**src/rtl/dm_arbiter.sv**
```systemverilog
// dm_arbiter: two-port (A = CPU, B = DMA) arbiter in front of a 1024x32
// single-port word memory with combinational read data.
// Grants are combinational and the access completes at the next posedge.
// Read data is registered, so there is one cycle of read latency.
// On conflict the arbiter uses round-robin against a last-granted pointer.
// Define DM_ARB_FIXED_PRIO_EN to make port A always win a conflict instead.
//
// Handshake: a requester holds req/we/addr/wdata stable until it sees gnt.
// A cycle with gnt high is one completed access. Dropping req before gnt
// withdraws the request and leaves no side effect.
module dm_arbiter (
    input  logic        clk,
    input  logic        rst_n,
    input  logic        a_req,
    input  logic        a_we,
    input  logic [11:2] a_addr,
    input  logic [31:0] a_wdata,
    input  logic        b_req,
    input  logic        b_we,
    input  logic [11:2] b_addr,
    input  logic [31:0] b_wdata,
    output logic        a_gnt,
    output logic        b_gnt,
    output logic        a_rvalid,
    output logic        b_rvalid,
    output logic [31:0] a_rdata,
    output logic [31:0] b_rdata,
    output logic [9:0]  mem_addr,
    output logic [31:0] mem_din,
    output logic        mem_we,
    input  logic [31:0] mem_dout
);

    typedef enum logic {PTR_A = 1'b0, PTR_B = 1'b1} ptr_e;

    ptr_e        last_q, last_d;
    logic        a_rvalid_q, a_rvalid_d;
    logic        b_rvalid_q, b_rvalid_d;
    logic [31:0] a_rdata_q, a_rdata_d;
    logic [31:0] b_rdata_q, b_rdata_d;

    // Grant decision; nothing is granted while reset is asserted.
    always_comb begin
        a_gnt = 1'b0;
        b_gnt = 1'b0;
        if (rst_n) begin
`ifdef DM_ARB_FIXED_PRIO_EN
            a_gnt = a_req;
            b_gnt = b_req & ~a_req;
`else
            if (a_req && b_req) begin
                a_gnt = (last_q == PTR_B);
                b_gnt = (last_q == PTR_A);
            end else begin
                a_gnt = a_req;
                b_gnt = b_req;
            end
`endif
        end
    end

    // Memory-side mux: the granted port, else the last-granted port's values.
    always_comb begin
        mem_addr = a_addr;
        mem_din  = a_wdata;
        mem_we   = 1'b0;
        if (a_gnt) begin
            mem_addr = a_addr;
            mem_din  = a_wdata;
            mem_we   = a_we;
        end else if (b_gnt) begin
            mem_addr = b_addr;
            mem_din  = b_wdata;
            mem_we   = b_we;
        end else if (last_q == PTR_B) begin
            mem_addr = b_addr;
            mem_din  = b_wdata;
        end
    end

    // Next-state: pointer follows the active grant, reads capture mem_dout.
    always_comb begin
        last_d     = last_q;
        a_rvalid_d = a_gnt & ~a_we;
        b_rvalid_d = b_gnt & ~b_we;
        a_rdata_d  = a_rdata_q;
        b_rdata_d  = b_rdata_q;
        if (a_gnt) begin
            last_d = PTR_A;
        end else if (b_gnt) begin
            last_d = PTR_B;
        end
        if (a_gnt && !a_we) begin
            a_rdata_d = mem_dout;
        end
        if (b_gnt && !b_we) begin
            b_rdata_d = mem_dout;
        end
    end

    // State registers; reset points at B so A wins the first conflict.
    always_ff @(posedge clk or negedge rst_n) begin
        if (!rst_n) begin
            last_q     <= PTR_B;
            a_rvalid_q <= 1'b0;
            b_rvalid_q <= 1'b0;
            a_rdata_q  <= 32'h0;
            b_rdata_q  <= 32'h0;
        end else begin
            last_q     <= last_d;
            a_rvalid_q <= a_rvalid_d;
            b_rvalid_q <= b_rvalid_d;
            a_rdata_q  <= a_rdata_d;
            b_rdata_q  <= b_rdata_d;
        end
    end

    assign a_rvalid = a_rvalid_q;
    assign b_rvalid = b_rvalid_q;
    assign a_rdata  = a_rdata_q;
    assign b_rdata  = b_rdata_q;

endmodule

```
**config.mk**
```make
export PLATFORM = sky130hd
export DESIGN_NAME = dm_arbiter
export DESIGN_NICKNAME = d
export VERILOG_FILES = /design/src/rtl/dm_arbiter.sv
export SDC_FILE = /design/constraint.sdc
export NUM_CORES = 1
export LEC_CHECK = 0
export ABC_AREA = 1
export BUFFER_PORTS_ARGS = -buffer_cell sky130_fd_sc_hd__buf_2
export CORE_UTILIZATION = 38
export CTS_CLUSTER_DIAMETER = 30
export DETAILED_ROUTE_END_ITERATION = 10
export PLACE_DENSITY = 0.74
export SYNTH_ARGS = -nofsm -noshare
export SYNTH_HDL_FRONTEND = slang
export SYNTH_SLANG_ARGS = --single-unit
```
**constraint.sdc**
```tcl
create_clock -name clk -period 1.4 [get_ports clk]
set_clock_uncertainty 0.1 [all_clocks]
set_input_delay 0.28 -clock clk [delete_from_list [all_inputs] [get_ports clk]]
set_output_delay 0.28 -clock clk [all_outputs]
set_load 0.02 [all_outputs]
```
==> After elaboration in Yosys (flattened, before gate mapping) <==
Index checks and enable logic that the tools add are counted.
Widths: inputs -> output; s select.
{ "op_classes": {"n_mux": 14, "bitwise": 5, "reduce_logical": 6} }
{ "op_table": {"columns": ["cell", "count"], "rows": [
  ["$mux 32", 3],
  ["$mux 10", 3],
  ["$mux 1", 8],
  ["$logic_and 1x1->1", 3],
  ["$not 1->1", 3],
  ["$and 1x1->1", 2],
  ["$logic_not 1->1", 2],
  ["$reduce_bool 2->1", 1]
]} }
{ "totals": {"regBits": 67, "elab_cells": 30, "input_bits": 122, "out_inout_bits": 111} }

==> Depth between registers and ports, before layout <==
{ "depth": {"depth_word": 5, "ltp_mapped": 7, "mapped_depth_nobuf": 6} }

==> Worst setup path after synthesis <==
OpenSTA, ideal clock, no wires.
{ "synth_path": {"kind": "flip-flop to output port", "from": "register last_q", "to": "output mem_addr[0]", "path_stages_with_launch": 8, "required_ns": 1.020, "path_buffers": 1, "path_slack_ns": -0.170, "arrival_ns": 1.190, "cell_sequence": "dfstp_2 > inv_2 > nand2_2 > nand2_4 > nand2_4 > buf_4 > nand2_1 > nand2_1"} }
{ "synth_between": {"elab_chain_cells": 5, "elab_cells_between_ends": 8, "cone_classes": "mux: 7; bitwise: 1"} }
{ "synth_lines": {"columns": ["item", "line", "rtl"], "rows": [
  ["start: declaration", "36", "ptr_e last_q, last_d;"],
  ["start signal: assignment", "110", "last_q <= last_d;"],
  ["$not 1->1", "53", "b_gnt = (last_q == PTR_A);"],
  ["$mux 1", "51", "if (a_req && b_req) begin"],
  ["$mux 1", "46", "if (rst_n) begin"],
  ["$mux 10", "71", "end else if (b_gnt) begin"],
  ["$mux 10 *", "67", "if (a_gnt) begin"],
  ["end: declaration", "28", "output logic [9:0] mem_addr,"]
]} }
Every way passes the cells marked *; elsewhere a longest branch is shown, timed or not.

==> Worst setup path in the final report <==
{ "layout_path": {"from": "register last_q", "to": "output mem_din[4]"} }
{ "layout_between": {"elab_chain_cells": 5, "elab_cells_between_ends": 8, "cone_classes": "mux: 7; bitwise: 1"} }
{ "layout_lines": {"columns": ["item", "line", "rtl"], "rows": [
  ["$not 1->1", "53", null],
  ["$mux 1", "51", null],
  ["$mux 1", "46", null],
  ["$mux 32", "71", null],
  ["$mux 32 *", "67", null],
  ["end: declaration", "29", "output logic [31:0] mem_din,"]
]} }
Marked as above.

==> summary.txt <==
Final layout
  – Register Area: 1680 sq um
  – Final nets: 820
  – Share of layout cells above drive strength 1: 56.9%
  – Syn-to-layout area delta: 79.6%
  – Fill count: 674
  – Area of the multi-input gates: 1830 sq um
  – Final Core Density: 70.0%

Synth
  – Top cell type's share of synthesized area: 48.8%
  – Average cell area after synthesis: 7.62 sq um
  – Leading post-synthesis cells by cell area: dfrtp_1 (49%), nand2_1 (24%), nand4_1 (12%)
  – Synth warn: 0
  – Netlist Area Pre-Place: 3380 sq um
  – Yosys reg bits: 67
  – Syn nets: 566
  – Post-synth cell types: 15
  – Seq/Total Area, Yosys: 49.6%
  – Cells after synthesis: 444
  – Largest area contributor in the netlist: dfrtp_1

Placed design
  – Place WS: -303 ps
  – Post-detail-place hpwl: 8740 microns
  – IO Port Bufs: 232
  – Gp weighted congestion: 0.857

Timing
  – Tmin final: 2040 ps
  – Final-report setup violation count: 78
  – Slew Viols, Final: 0
  – Hold slack: -2.15 ps
  – Hold Vio Cnt, Final: 1
  – Slew of the pin with the lowest slew margin: 625 ps
  – RSZ-0062 raised after global routing: true
  – Tcrit/Tclk final: 146%
  – Final Worst Setup Slack: -643 ps
  – Fmax: 0.490 GHz
  – Max-slew headroom: 58.3%

Floorplan
  – I/O pins: 233
  – Die area: 9280 sq um
  – Core outline area: 8680 sq um
  – Num rows: 34
  – Initial core utilization: 39.0%
  – Die W: 96.4 microns
  – Die height: 96.4 microns

Global route
  – Initial antenna violation count: 1
  – Pin count of the biggest net entering global routing: 50
  – Tot GR Track Use: 27.2%
  – Grt total ovfl: 0
  – First-pass GRT wire length: 18,900 microns
  – Number of global-route vias before repair: 3,803

Clock network
  – Latest clock arrival within the worst-skew pair: 340 ps
  – Clock tree buffer depth: 2
  – Clock Sink Count: 67
  – CTS tree: built
  – CTS buffer count: 9
  – Clock transition at the registers of the reported paths: 80 ps
  – H-tree Lvls: 3
  – Root Driver: clkbuf_8

Routing
  – Per-cell routed wire length: 17.7 microns
  – DR pass1 iterations: 5
  – Vias: 4,361
  – Routed Wire Length: 14,300 microns
  – Initial DRC count: 190
  – Final antenna-violating net count: 0
  – Vias/cell: 5.37
  – DRC violations left: 0

Outcome
  – Violated checks: hold timing, setup timing
  – Status: complete, but fails checks

Setup path
  – Cell Chain, Critical Path: inv_4 > nand2_4 > nand2_8 > nand2_8 > clkbuf_16 > nand2_2 > nand2_2 > buf_6
  – Critical setup path kind: flop to primary output
  – R2R Path Start: last_q
  – Critical path peak fanout: 6
  – Crit. End Element: primary output
  – CP Launch Point: last_q
  – Crit path DAT: 1660 ps
  – Delay-heaviest family, CP: flip-flops
  – Worst Path Required: 1020 ps
  – Startpoint type of the worst setup path: flop
  – Worst path max stage delay: 560 ps
  – Crit path max-delay cell type: dfstp_2
  – Buf/Inv on CP: 3

Min path
  – Worst hold path type: primary input to async pin

Power
  – P per Cell Area: 1270 nW/um^2
  – VDD IR-drop max: 0.558 mV
  – Pleak: 3.42 nW

Flow run
  – Max cap viols: 0
-- layout make-up --
class,count,area share [%]
flip-flops and latches,67,27.6
inverters,10,0.680
well taps,108,2.22
multi-input cells,332,30.1
clock inverters,6,1.48
diodes,1,0.0412
clock buffers,10,2.10
repair buffers,278,35.7
-- report_power, final --
part,internal [mW],switching (mW)
combinational,1.40,1.97
sequential,2.32,0.224
clock,1.01,0.770
total,4.73,2.97
-- state kept, by name (all words and copies together), names as in the netlist --
| register | cells |
|---|---|
| b_rvalid | 1 |
| a_rdata | 32 |
| b_rdata | 32 |
| last_q | 1 |
| a_rvalid | 1 |
-- layout by cell type (no fill, tap or decap), types with 3 or more instances in the layout --
cell,n
buf_2,188
nand2_1,126
nand2_2,88
dfrtp_1,66
nand4_1,64
buf_6,52
nand3_1,39
buf_4,13
buf_12,12
clkbuf_8,9
nand2_4,6
inv_1,6
buf_16,6
nand2_8,4
clkbuf_16,4
nand3_2,3
-- stage by stage --
step	cells	total power [mW]	cell area, sq um	setup TNS, ps
2_1_floorplan	444	4.11	3490	-4100
3_3_place_gp	772	5.17	4900	-17760
3_5_place_dp	772	5.22	4900	-18850
4_1_cts	799	7.19	5450	-33290
5_1_grt	811	8.08	6070	-43460
6_report	812	7.69	6080	-38320
-- what timing repair did --
| item | CTS | global route |
|---|---|---|
| gates cloned | 6 | 9 |
| hold buffers | 1 | 0 |
| hold endpoints to repair | 17 | 0 |
| pin swaps | 1 | 5 |
| setup endpoints to repair | 78 | 79 |
| gates resized for setup | 46 | 132 |
| buffers inserted | 4 | 3 |
-- worst reg2reg max path, stage by stage (launching register included) --
cell and delay, ps:
dfstp_2 560, inv_4 60, nand2_4 90, buf_4 110, buf_6 90, buf_12 90, nand3_4 110, buf_12 180
buf_16 140, nand2_1 60, nand2_1 50
-- routing by layer --
layer	GRT usage, %	up-vias	share of wire [%]
li1	-	1996	-
met1	30.3	2085	36
met2	48.6	240	52
met3	8.69	40	8.6
met4	9.31	0	2.8
met5	0	-	0
-- Yosys cell counts, drive strengths merged --
cell type / n
nand2: 223
dfrtp: 66
nand4: 64
nand3: 44
buf: 28
inv: 9
clkbuf: 8
clkinv: 1
dfstp: 1
-- path summary, 6_finish.rpt --
path,end,slack [ps],depth (start not counted)
min,b_rdata[11],-2,2
min reg2reg,b_rdata[21],370,2
max reg2reg,a_rdata[9],-350,10
max,mem_din[4],-640,8
min in group clk,b_rdata[9],100,3
max in group asynchronous,last_q,540,3
-- cell families after synthesis --
group | synth area share, %
buffers and inverters | 6.43
AND/OR/NAND/NOR | 44.0
flip-flops | 49.6
No activity file was read; power rests on OpenSTA's default activity.
